`config.mk`:
```
export PLATFORM = sky130hd
export DESIGN_NAME = lif_neuron_flat
export DESIGN_NICKNAME = d
export VERILOG_FILES = /design/src/rtl/lif_neuron_pkg.sv /design/src/rtl/lif_neuron_if.sv /design/src/rtl/lif_neuron_syn_sum.sv /design/src/rtl/lif_neuron.sv /design/src/flat_wrapper.sv
export SDC_FILE = /design/constraint.sdc
export NUM_CORES = 1
export LEC_CHECK = 0
export BUFFER_PORTS_ARGS = -buffer_cell sky130_fd_sc_hd__buf_2
export CAP_MARGIN = 20
export CORE_MARGIN = 2
export CORE_UTILIZATION = 56
export DETAILED_ROUTE_END_ITERATION = 7
export HOLD_SLACK_MARGIN = 0.02
export PLACE_DENSITY = 0.8
export SKIP_CTS_REPAIR_TIMING = 1
export SYNTH_ARGS = -nofsm -noshare
export SYNTH_HDL_FRONTEND = slang
export SYNTH_SLANG_ARGS = --single-unit
```
`constraint.sdc`:
```
create_clock -name clk -period 7 [get_ports clk]
set_input_delay 1.4 -clock clk [delete_from_list [all_inputs] [get_ports clk]]
set_output_delay 1.4 -clock clk [all_outputs]
set_load 0.03 [all_outputs]
```
`src/rtl/lif_neuron_pkg.sv`:
```
// rtl/lif_neuron_pkg.sv - shared widths, types and weight-bus helper for the neuron/STDP loop
//
// Contents:
//   NUM_PRE, W_WIDTH, V_WIDTH   : synapse count, weight width, membrane width
//   SYN_WIDTH, CNT_WIDTH        : synaptic-sum width, fire-counter width
//   weight_t, vmem_t, syn_t     : scalar types for weights, membrane and synaptic sum
//   neuron_state_t              : INTEGRATE / REFRACT
//   get_weight()                : extracts weight i from the packed bus (weight 0 in the top nibble)
package lif_neuron_pkg;

  localparam int NUM_PRE   = 4;
  localparam int W_WIDTH   = 4;
  localparam int V_WIDTH   = 8;
  // Four weights of at most 15 sum to at most 60, which fits in W_WIDTH+2 bits.
  localparam int SYN_WIDTH = W_WIDTH + 2;
  localparam int CNT_WIDTH = 8;

  typedef logic [W_WIDTH-1:0]   weight_t;
  typedef logic [V_WIDTH-1:0]   vmem_t;
  typedef logic [SYN_WIDTH-1:0] syn_t;

  typedef enum logic {
    INTEGRATE = 1'b0,
    REFRACT   = 1'b1
  } neuron_state_t;

  // Packing order shared with the STDP stage: index 0 lives in the most
  // significant nibble, index NUM_PRE-1 in the least significant one.
  function automatic weight_t get_weight(input logic [NUM_PRE*W_WIDTH-1:0] bus,
                                         input int idx);
    return bus[(NUM_PRE-1-idx)*W_WIDTH +: W_WIDTH];
  endfunction

endpackage

```
`src/rtl/lif_neuron_if.sv`:
```
// rtl/lif_neuron_if.sv - neuron input/output bundle with master and slave modports
//
// Signals:
//   enable      : advance the neuron when high, freeze when low
//   pre_spike   : NUM_PRE presynaptic strobes for the current cycle
//   weight      : packed NUM_PRE x W_WIDTH weights (index 0 in the top nibble)
//   post_spike  : registered one-cycle fire pulse
//   membrane    : current membrane potential register
//   refractory  : high while the neuron is refractory
//   spike_count : saturating count of fires since reset
// Modports:
//   master : drives enable/pre_spike/weight, observes neuron outputs
//   slave  : the neuron itself
interface lif_neuron_if;
  import lif_neuron_pkg::*;

  logic                       enable;
  logic [NUM_PRE-1:0]         pre_spike;
  logic [NUM_PRE*W_WIDTH-1:0] weight;
  logic                       post_spike;
  vmem_t                      membrane;
  logic                       refractory;
  logic [CNT_WIDTH-1:0]       spike_count;

  modport master (
    output enable,
    output pre_spike,
    output weight,
    input  post_spike,
    input  membrane,
    input  refractory,
    input  spike_count
  );

  modport slave (
    input  enable,
    input  pre_spike,
    input  weight,
    output post_spike,
    output membrane,
    output refractory,
    output spike_count
  );

endinterface

```
`src/rtl/lif_neuron_syn_sum.sv`:
```
// rtl/lif_neuron_syn_sum.sv - combinational masked adder over the presynaptic weights
//
// Ports:
//   pre_spike_i : NUM_PRE spike strobes; a set bit admits the matching weight
//   weight_i    : packed weight bus (index 0 in the top nibble)
//   syn_o       : sum of the admitted weights, SYN_WIDTH bits, never negative
module lif_neuron_syn_sum
  import lif_neuron_pkg::*;
(
  input  logic [NUM_PRE-1:0]         pre_spike_i,
  input  logic [NUM_PRE*W_WIDTH-1:0] weight_i,
  output syn_t                       syn_o
);

  always_comb begin
    syn_o = '0;
    for (int i = 0; i < NUM_PRE; i++) begin
      if (pre_spike_i[i]) begin
        syn_o = syn_o + syn_t'(get_weight(weight_i, i));
      end
    end
  end

endmodule

```
`src/rtl/lif_neuron.sv`:
```
// rtl/lif_neuron.sv - leaky integrate-and-fire neuron with refractory period
//
// Parameters:
//   THRESHOLD     : fire when the next membrane value reaches this (1..2^V_WIDTH-1)
//   LEAK_SHIFT    : per-cycle leak is v >> LEAK_SHIFT
//   REFRAC_CYCLES : cycles the refractory output stays high after a fire (1..15)
// Ports:
//   clk   : clock
//   rst_n : synchronous active-low reset
//   nrn   : slave side of lif_neuron_if (enable/pre_spike/weight in,
//           post_spike/membrane/refractory/spike_count out, all registered)
module lif_neuron
  import lif_neuron_pkg::*;
#(
  parameter int THRESHOLD     = 32,
  parameter int LEAK_SHIFT    = 3,
  parameter int REFRAC_CYCLES = 4
) (
  input  logic         clk,
  input  logic         rst_n,
  lif_neuron_if.slave  nrn
);

  localparam vmem_t      THRESH_V = vmem_t'(THRESHOLD);
  localparam logic [3:0] REFRAC_V = 4'(REFRAC_CYCLES);

  neuron_state_t        state_q;
  vmem_t                membrane_q;
  logic                 post_spike_q;
  logic                 refractory_q;
  logic [3:0]           refrac_cnt_q;
  logic [CNT_WIDTH-1:0] spike_count_q;

  syn_t              syn;
  vmem_t             leak;
  logic [V_WIDTH:0]  v_sum;
  vmem_t             membrane_d;

  lif_neuron_syn_sum u_syn_sum (
    .pre_spike_i (nrn.pre_spike),
    .weight_i    (nrn.weight),
    .syn_o       (syn)
  );

  // v - leak cannot underflow since leak <= v; the extra top bit of v_sum
  // catches overflow from adding syn, which then clamps to all-ones.
  always_comb begin
    leak       = membrane_q >> LEAK_SHIFT;
    v_sum      = {1'b0, membrane_q - leak}
               + {{(V_WIDTH+1-SYN_WIDTH){1'b0}}, syn};
    membrane_d = v_sum[V_WIDTH] ? '1 : v_sum[V_WIDTH-1:0];
  end

  always_ff @(posedge clk) begin
    if (!rst_n) begin
      state_q       <= INTEGRATE;
      membrane_q    <= '0;
      post_spike_q  <= 1'b0;
      refractory_q  <= 1'b0;
      refrac_cnt_q  <= '0;
      spike_count_q <= '0;
    end else if (!nrn.enable) begin
      // Everything freezes except the pulse, which must not stretch.
      post_spike_q <= 1'b0;
    end else begin
      case (state_q)
        INTEGRATE: begin
          if (membrane_d >= THRESH_V) begin
            state_q      <= REFRACT;
            membrane_q   <= '0;
            post_spike_q <= 1'b1;
            refractory_q <= 1'b1;
            refrac_cnt_q <= REFRAC_V;
            if (spike_count_q != '1) begin
              spike_count_q <= spike_count_q + 8'd1;
            end
          end else begin
            membrane_q   <= membrane_d;
            post_spike_q <= 1'b0;
          end
        end
        REFRACT: begin
          // The fire edge already counted as the first refractory cycle, so
          // leaving on counter == 1 gives exactly REFRAC_CYCLES high cycles.
          membrane_q   <= '0;
          post_spike_q <= 1'b0;
          refrac_cnt_q <= refrac_cnt_q - 4'd1;
          if (refrac_cnt_q == 4'd1) begin
            state_q      <= INTEGRATE;
            refractory_q <= 1'b0;
          end
        end
      endcase
    end
  end

  assign nrn.post_spike  = post_spike_q;
  assign nrn.membrane    = membrane_q;
  assign nrn.refractory  = refractory_q;
  assign nrn.spike_count = spike_count_q;

endmodule

```
`src/flat_wrapper.sv`:
```
// flat-port wrapper written by rule: the top's interface ports become plain ports
module lif_neuron_flat import lif_neuron_pkg::*;
#(
  parameter int THRESHOLD     = 32,
  parameter int LEAK_SHIFT    = 3,
  parameter int REFRAC_CYCLES = 4
)
  (clk, rst_n, nrn_enable, nrn_pre_spike, nrn_weight, nrn_post_spike, nrn_membrane, nrn_refractory, nrn_spike_count);
  lif_neuron_if nrn_i ();
  input  logic clk;
  input  logic rst_n;
  input wire logic [$bits(nrn_i.enable)-1:0] nrn_enable;
  input wire logic [$bits(nrn_i.pre_spike)-1:0] nrn_pre_spike;
  input wire logic [$bits(nrn_i.weight)-1:0] nrn_weight;
  output wire logic [$bits(nrn_i.post_spike)-1:0] nrn_post_spike;
  output wire logic [$bits(nrn_i.membrane)-1:0] nrn_membrane;
  output wire logic [$bits(nrn_i.refractory)-1:0] nrn_refractory;
  output wire logic [$bits(nrn_i.spike_count)-1:0] nrn_spike_count;
  assign nrn_i.enable = nrn_enable;
  assign nrn_i.pre_spike = nrn_pre_spike;
  assign nrn_i.weight = nrn_weight;
  assign nrn_post_spike = nrn_i.post_spike;
  assign nrn_membrane = nrn_i.membrane;
  assign nrn_refractory = nrn_i.refractory;
  assign nrn_spike_count = nrn_i.spike_count;
  lif_neuron #(.THRESHOLD(THRESHOLD), .LEAK_SHIFT(LEAK_SHIFT), .REFRAC_CYCLES(REFRAC_CYCLES)) u_core (.clk(clk), .rst_n(rst_n), .nrn(nrn_i));
endmodule
```
==> key figures, run 1 <==
Cells and area
  • Final #Nets: about 360
  • Area Overhead vs Synth: 12.99%
  • Final non-filler cell total: 350
  • Share of cells above drive strength 1: 19.21%
  • ANT cells: 0

Setup path
  • Flop-to-flop setup slack: just under 4000 ps
  • CP endpoint kind: register
  • Worst Path Max Fanout: 7
  • WP data arrival: 6130 ps
  • Worst R2R End: u_core.nrn.spike_count[6]
  • R2R depth: 13
  • CP startpoint kind: input pin
  • R2R Path Start: u_core.nrn.membrane[0]
  • Crit Path Category: in2reg
  • Worst Path Required: between 7000 and 8000 ps

Global route
  • Gr usage total: between 20% and 30%
  • Grt ovf: 0
  • Vias in the first global route: about 1,800
  • Initial antenna violation count: 0
  • Largest net degree at the start of global routing: 20
  • Global-route wire length before repair: around 7600 um

Logic synthesis
  • Synthesized cell area: around 0.0022 mm2
  • Synth cell types: 49
  • Avg Inst Size Synth: between 8 and 9 um2
  • Post-synth ARST share: 0%
  • Top cells by count, synth: 25 x ha_1, 23 x dfxtp_1, 21 x inv_1
  • Register bit count reported by yosys: 23
  • Syn Nets: approximately 320
  • Top post-synthesis cells by area: dfxtp_1 21%, ha_1 14%, xnor2_1 4.8%
  • EDFF count, synth: 0
  • Syn. warnings: 0
  • Most common cell in the netlist: ha_1
  • Post-Syn Instances: 264
  • Seq/Total Area, Yosys: a little over a fifth
  • Synth Flop Type: dfxtp_1
  • Yosys top cell area share: a little over a fifth
  • Cell taking the most area after synthesis: dfxtp_1

Timing
  • Period utilization: between 80% and 90%
  • Slew Limit Headroom: 65.83%
  • Setup ws final: 1027 ps
  • Worst-margin pin slew: a little over 500 ps
  • Highest clock rate: 167.4 MHz
  • Period minus WS final: 5973 ps
  • Worst Skew: about 4.1 ps
  • Post-Route Setup TNS: 0 ps
  • RSZ-0062 raised after global routing: no
  • Max-slew violations: 0
  • Final hold violations: 0
  • Final setup viols: 0

Drt
  • Vias per cell: roughly 5.4
  • Starting DRT DRC Count: 48
  • DR pass1 iterations: 4
  • Final wirelength: between 4000 and 5000 um
  • Final ANT Viol Nets: 0
  • Routed len/inst: roughly 12 um
  • Residual DRC: 0
  • Routed via count: ~1,900

CTS
  • CTS H-tree lvls: 1
  • Clk Latency, worst-skew pair: about 270 ps
  • Clk sink count: 23
  • Max Buffers Root-to-Sink: 2
  • CTS tree: yes
  • Num CTS Buffers: 3
  • CTS root buf: clkbuf_8
  • Clock-pin transition on the worst setup and hold timing paths: 80 ps

Worst hold path
  • Sink of the worst hold path: u_core.nrn.refractory
  • Hold_sp: u_core.nrn.refractory
  • HP Class: reg2reg
  • WHS Path Cells: 2

Die
  • I/O Pins: just over 40
  • Die area: approximately 0.0044 mm2
  • Core Box Area: 0.003716 mm2
  • Initial Util: between 50% and 60%
  • Die H: 66.48 um
  • Chip width: approximately 66 um
  • Num rows: 22

Pwr
  • Cell Pwr Density: between 200 and 300 mW/mm2
  • Seq pwr share: about a quarter
  • Combinational fraction of design power: around three fifths
  • Pint: between 300 and 400 uW
  • LEAKAGE: ~0.0012 uW
  • Switching Fraction: 43.79%
  • Total power: between 600 and 700 uW
  • Peak supply drop: 0.1765 mV
  • Sw Pwr: ~280 uW
  • Clk network pwr share: approximately an eighth

Place
  • Hpwl dp: between 3000 and 4000 um
  • Port Buffers: 40
  • Setup WS pre-CTS: 725.4 ps
  • Placed instance count: 346
  • RePlAce Congestion: just under 0.8

Job
  • Max-cap violation count: 0

Run status
  • Outcome: finished, final reports clean
-- layer usage --
layer	GRT usage (%)	part of all wire (%)
met1	27.26	48
met4	6.378	1.4
met5	0	0
met3	2.703	3.1
met2	38.38	48
-- per-stage QoR --
stage	utilization, %	hold slack [ps]	instance area (um2)
5_1_grt	66.46	502.8	2470
6_report	66.46	464.0	2470
4_1_cts	66.46	469.3	2470
2_1_floorplan	-	451.3	2186
3_3_place_gp	65.22	444.4	2424
3_5_place_dp	65.22	454.8	2424
-- flip-flops by register name, summed over array words and instances, names as in the netlist --
| name | count |
|---|---|
| u_core.nrn.spike_count | 8 |
| u_core.nrn.membrane | 8 |
| u_core.state_q | 1 |
| u_core.nrn.post_spike | 1 |
| u_core.nrn.refractory | 1 |
| u_core.refrac_cnt_q | 4 |
-- placed cells by master (no fill, tap or decap), types with 2 or more instances in the layout --
master    Yosys  routed
maj3_1        2       2
o21ai_0      11      11
mux2_2        5       5
inv_1        21      21
a211oi_1      3       3
nand3_1       9       9
and3_1        5       5
or3_1         2       2
nor2_1       18      18
buf_2         0      40
a31oi_1       3       3
o21a_1        5       5
mux2i_1       6       6
fa_1          5       5
nand2_1      19      19
and2_1        4       4
nor3b_1       3       3
ha_1         25      25
a21oi_1      19      19
nand2b_1     10      10
nor2b_1       8       8
nor3_1        6       6
clkbuf_8      0       3
nand4_1       3       3
a21o_1        5       5
xor2_1        4       4
xnor2_1      12      12
dfxtp_1      23      23
-- power groups by stage --
| stage | Sequential (uW) | Clock (uW) | Combinational (uW) |
|---|---|---|---|
| 5_1_grt | 172 | 90.4 | 449 |
| 3_5_place_dp | 172 | 0 | 395 |
| 2_1_floorplan | 189 | 0 | 303 |
| 3_3_place_gp | 171 | 0 | 387 |
| 4_1_cts | 168 | 85.3 | 398 |
| 6_report | 168 | 82.6 | 398 |
-- critical path: stages --
cell and delay [ps]:
buf_2 100, and2_1 150, ha_1 180, inv_1 60, fa_1 410, xnor2_1 160
nand2_1 80, xor2_1 220, ha_1 300, and2_1 180, o21ai_0 180, o21a_1 170
ha_1 270, a21oi_1 180, nor2b_1 60, o21ai_0 180, xnor2_1 110, xor2_1 150
ha_1 340, or4b_1 460, o22ai_2 140, and3b_4 250, a21oi_4 90, and3_1 210
mux2i_1 120
-- worst max-delay path by stage --
stage                     start  slack [ps]                        end
2_1_floorplan    nrn_weight[12]        1150  u_core.nrn.spike_count[4]
3_3_place_gp   nrn_pre_spike[0]         830  u_core.nrn.spike_count[4]
3_5_place_dp   nrn_pre_spike[0]         730  u_core.nrn.spike_count[6]
4_1_cts        nrn_pre_spike[0]        1010  u_core.nrn.spike_count[6]
5_1_grt        nrn_pre_spike[0]         670  u_core.nrn.spike_count[6]
6_report       nrn_pre_spike[0]        1030  u_core.nrn.spike_count[6]
-- area by class of cell --
cell class	instances	area (um2)
Multi-Input combinational cell	213	1620
Tap cell	48	60.06
Fill cell	350	1246
Clock buffer	3	41.29
Inverter	22	82.58
Timing Repair Buffer	40	200.2
Clock inverter	1	5.005
Sequential cell	23	460.4
-- kinds of logic (layout without fill, tap and decap cells) --
group,Yosys count,count (layout),share of synthesized area [%]
simple gates,95,95,24.33
compound gates,58,58,17.52
fa+ha+maj,32,32,19.81
buf+inv,28,66,4.808
flops,23,23,21.06
xor+xnor,17,17,7.155
mux,11,11,5.323
No activity file was read; power rests on OpenSTA's default activity.
==> run 2: changes to the inputs <==
--- a/config.mk
+++ b/config.mk
@@ -11,6 +11,7 @@
 export CORE_UTILIZATION = 56
 export DETAILED_ROUTE_END_ITERATION = 7
 export HOLD_SLACK_MARGIN = 0.02
+export MAX_ROUTING_LAYER = met4
 export PLACE_DENSITY = 0.8
 export SKIP_CTS_REPAIR_TIMING = 1
 export SYNTH_ARGS = -nofsm -noshare
==> run 2 against run 1 <==
Design area stayed put; clock skew is essentially flat; total power is essentially flat; maximum frequency about the same; combinational power about the same; critical path type unchanged; largest cell class unchanged; largest power group unchanged.
==> key figures, run 2 (synthesis gave the netlist of run 1 again) <==
Run status
  • Outcome: finished, final reports clean

Timing
  • RSZ-0062 raised after global routing: no
  • Max-slew violations: 0
  • Final setup viols: 0
  • Post-Route Setup TNS: 0 ps
  • Slew Limit Headroom: roughly two thirds
  • Worst Skew: between 4 and 5 ps
  • Period minus WS final: roughly 6000 ps
  • Final hold violations: 0
  • Setup ws final: a little over 1000 ps
  • Worst-margin pin slew: approximately 510 ps
  • Highest clock rate: ~170 MHz
  • Period utilization: a little under nine tenths

Drt
  • Routed via count: about 1,900
  • DR pass1 iterations: 4
  • Residual DRC: 0
  • Final ANT Viol Nets: 0
  • Final wirelength: approximately 4300 um
  • Routed len/inst: between 10 and 15 um
  • Starting DRT DRC Count: 45
  • Vias per cell: roughly 5.4

Global route
  • Vias in the first global route: ~1,800
  • Initial antenna violation count: 0
  • Largest net degree at the start of global routing: 20
  • Gr usage total: 22.22%
  • Grt ovf: 0
  • Global-route wire length before repair: ~7600 um

CTS
  • Clk sink count: 23
  • Num CTS Buffers: 3
  • Clock-pin transition on the worst setup and hold timing paths: around 80 ps
  • CTS root buf: clkbuf_8
  • Clk Latency, worst-skew pair: around 270 ps
  • Max Buffers Root-to-Sink: 2
  • CTS tree: yes
  • CTS H-tree lvls: 1

Worst hold path
  • HP Class: reg2reg

Place
  • Setup WS pre-CTS: about 730 ps
  • RePlAce Congestion: approximately 0.80
  • Hpwl dp: between 3000 and 4000 um
  • Port Buffers: 40

Cells and area
  • Share of cells above drive strength 1: slightly below 20%
  • ANT cells: 0
  • Commonest cells after routing, fill and taps aside: 40 x buf_2, 25 x ha_1, 23 x dfxtp_1
  • Commonest non-fill, non-tap cell in the layout: buf_2
  • Final #Nets: between 300 and 400
  • Area Overhead vs Synth: 12.99%

Setup path
  • Crit path max-delay cell type: or4b_1
  • Flop-to-flop setup slack: around 3900 ps
  • Most frequent CP cell: ha_1
  • Setup crit end: u_core.nrn.spike_count[6]
  • Worst Path Max Fanout: 7
  • Worst R2R End: u_core.nrn.spike_count[6]
  • CP delay by family, top: adder cells
  • WP data arrival: between 6000 and 7000 ps
  • Crit Path Category: in2reg
  • Setup crit start: nrn_pre_spike[0]
  • Crit path largest cell delay: ~460 ps
  • CP startpoint kind: input pin
  • Buf/Inv on CP: 2
  • R2R depth: 13
  • Worst path depth: 25
  • Worst Path Required: roughly 7200 ps
  • R2R Path Start: u_core.nrn.membrane[0]
  • CP endpoint kind: register

Die
  • Initial Util: roughly 59%
  • Die H: between 60 and 70 um
  • I/O Pins: between 40 and 50
  • Chip width: 66.48 um
  • Num rows: 22
  • Core Box Area: approximately 0.0037 mm2
  • Die area: 0.004419 mm2

Pwr
  • Switching Fraction: a little over two fifths
  • LEAKAGE: about 0.0012 uW
  • Clk network pwr share: 12.7%
  • Combinational fraction of design power: 61.3%
  • Seq pwr share: 25.9%
  • Pint: ~360 uW
  • Peak supply drop: between 0.15 and 0.2 mV
  • Sw Pwr: ~280 uW
  • Cell Pwr Density: between 200 and 300 mW/mm2

Job
  • Max-cap violation count: 0
==> run 2: worst register-to-register path: stages (launching register included) <==
cell and delay [ps]:
dfxtp_1 350, inv_1 50, ha_1 220, fa_1 450, nor2b_4 150, o31a_1 160, a21oi_1 60, ha_1 340
or4b_1 460, o22ai_2 140, and3b_4 250, a21oi_4 90, and3_1 210, mux2i_1 120
==> run 2: worst min-delay path by stage <==
stage                      startpoint                endpoint  slack (ps)  cells after the start
6_report        u_core.nrn.refractory   u_core.nrn.refractory         460                      2
5_1_grt         u_core.nrn.refractory   u_core.nrn.refractory         500                      2
4_1_cts         u_core.nrn.refractory   u_core.nrn.refractory         470                      2
3_5_place_dp    u_core.nrn.refractory   u_core.nrn.refractory         450                      2
3_3_place_gp    u_core.nrn.refractory   u_core.nrn.refractory         440                      2
2_1_floorplan  u_core.refrac_cnt_q[1]  u_core.refrac_cnt_q[1]         450                      2
==> run 2: metrics by stage <==
step / instance area (um2) / utilization (%) / power (uW) / cells / hold slack, ps
after global placement: 2424 / 65.22 / 558.4 / 346 / 444.4
final: 2470 / 66.46 / 649.3 / 350 / 464.0
after CTS: 2470 / 66.46 / 651.9 / 350 / 469.3
after floorplan: 2186 / - / 492.3 / 264 / 451.3
after detailed placement: 2424 / 65.22 / 566.6 / 346 / 454.8
after global routing: 2470 / 66.46 / 711.0 / 350 / 502.8
==> run 2: power groups by stage <==
stage	clock (uW)	sequential [uW]	combinational [uW]
3_3_place_gp	0	171	387
3_5_place_dp	0	172	395
5_1_grt	90.4	172	449
2_1_floorplan	0	189	303
6_report	82.6	168	398
4_1_cts	85.3	168	398
==> run 2: routing by layer <==
| metal | global-route usage (%) | wire length [um] | up-vias |
|---|---|---|---|
| met4 | 6.378 | 57 | 0 |
| met5 | - | 0 | - |
| met3 | 2.534 | 156 | 7 |
| li1 | - | - | 1001 |
| met1 | 27.37 | 2062 | 844 |
| met2 | 38.38 | 2067 | 43 |
==> run 2: final cells by class <==
cell class	instances	area, um2
Clock buffer	3	41.29
Clock inverter	1	5.005
Fill cell	350	1246
Inverter	22	82.58
Multi-Input combinational cell	213	1620
Sequential cell	23	460.4
Tap cell	48	60.06
Timing Repair Buffer	40	200.2
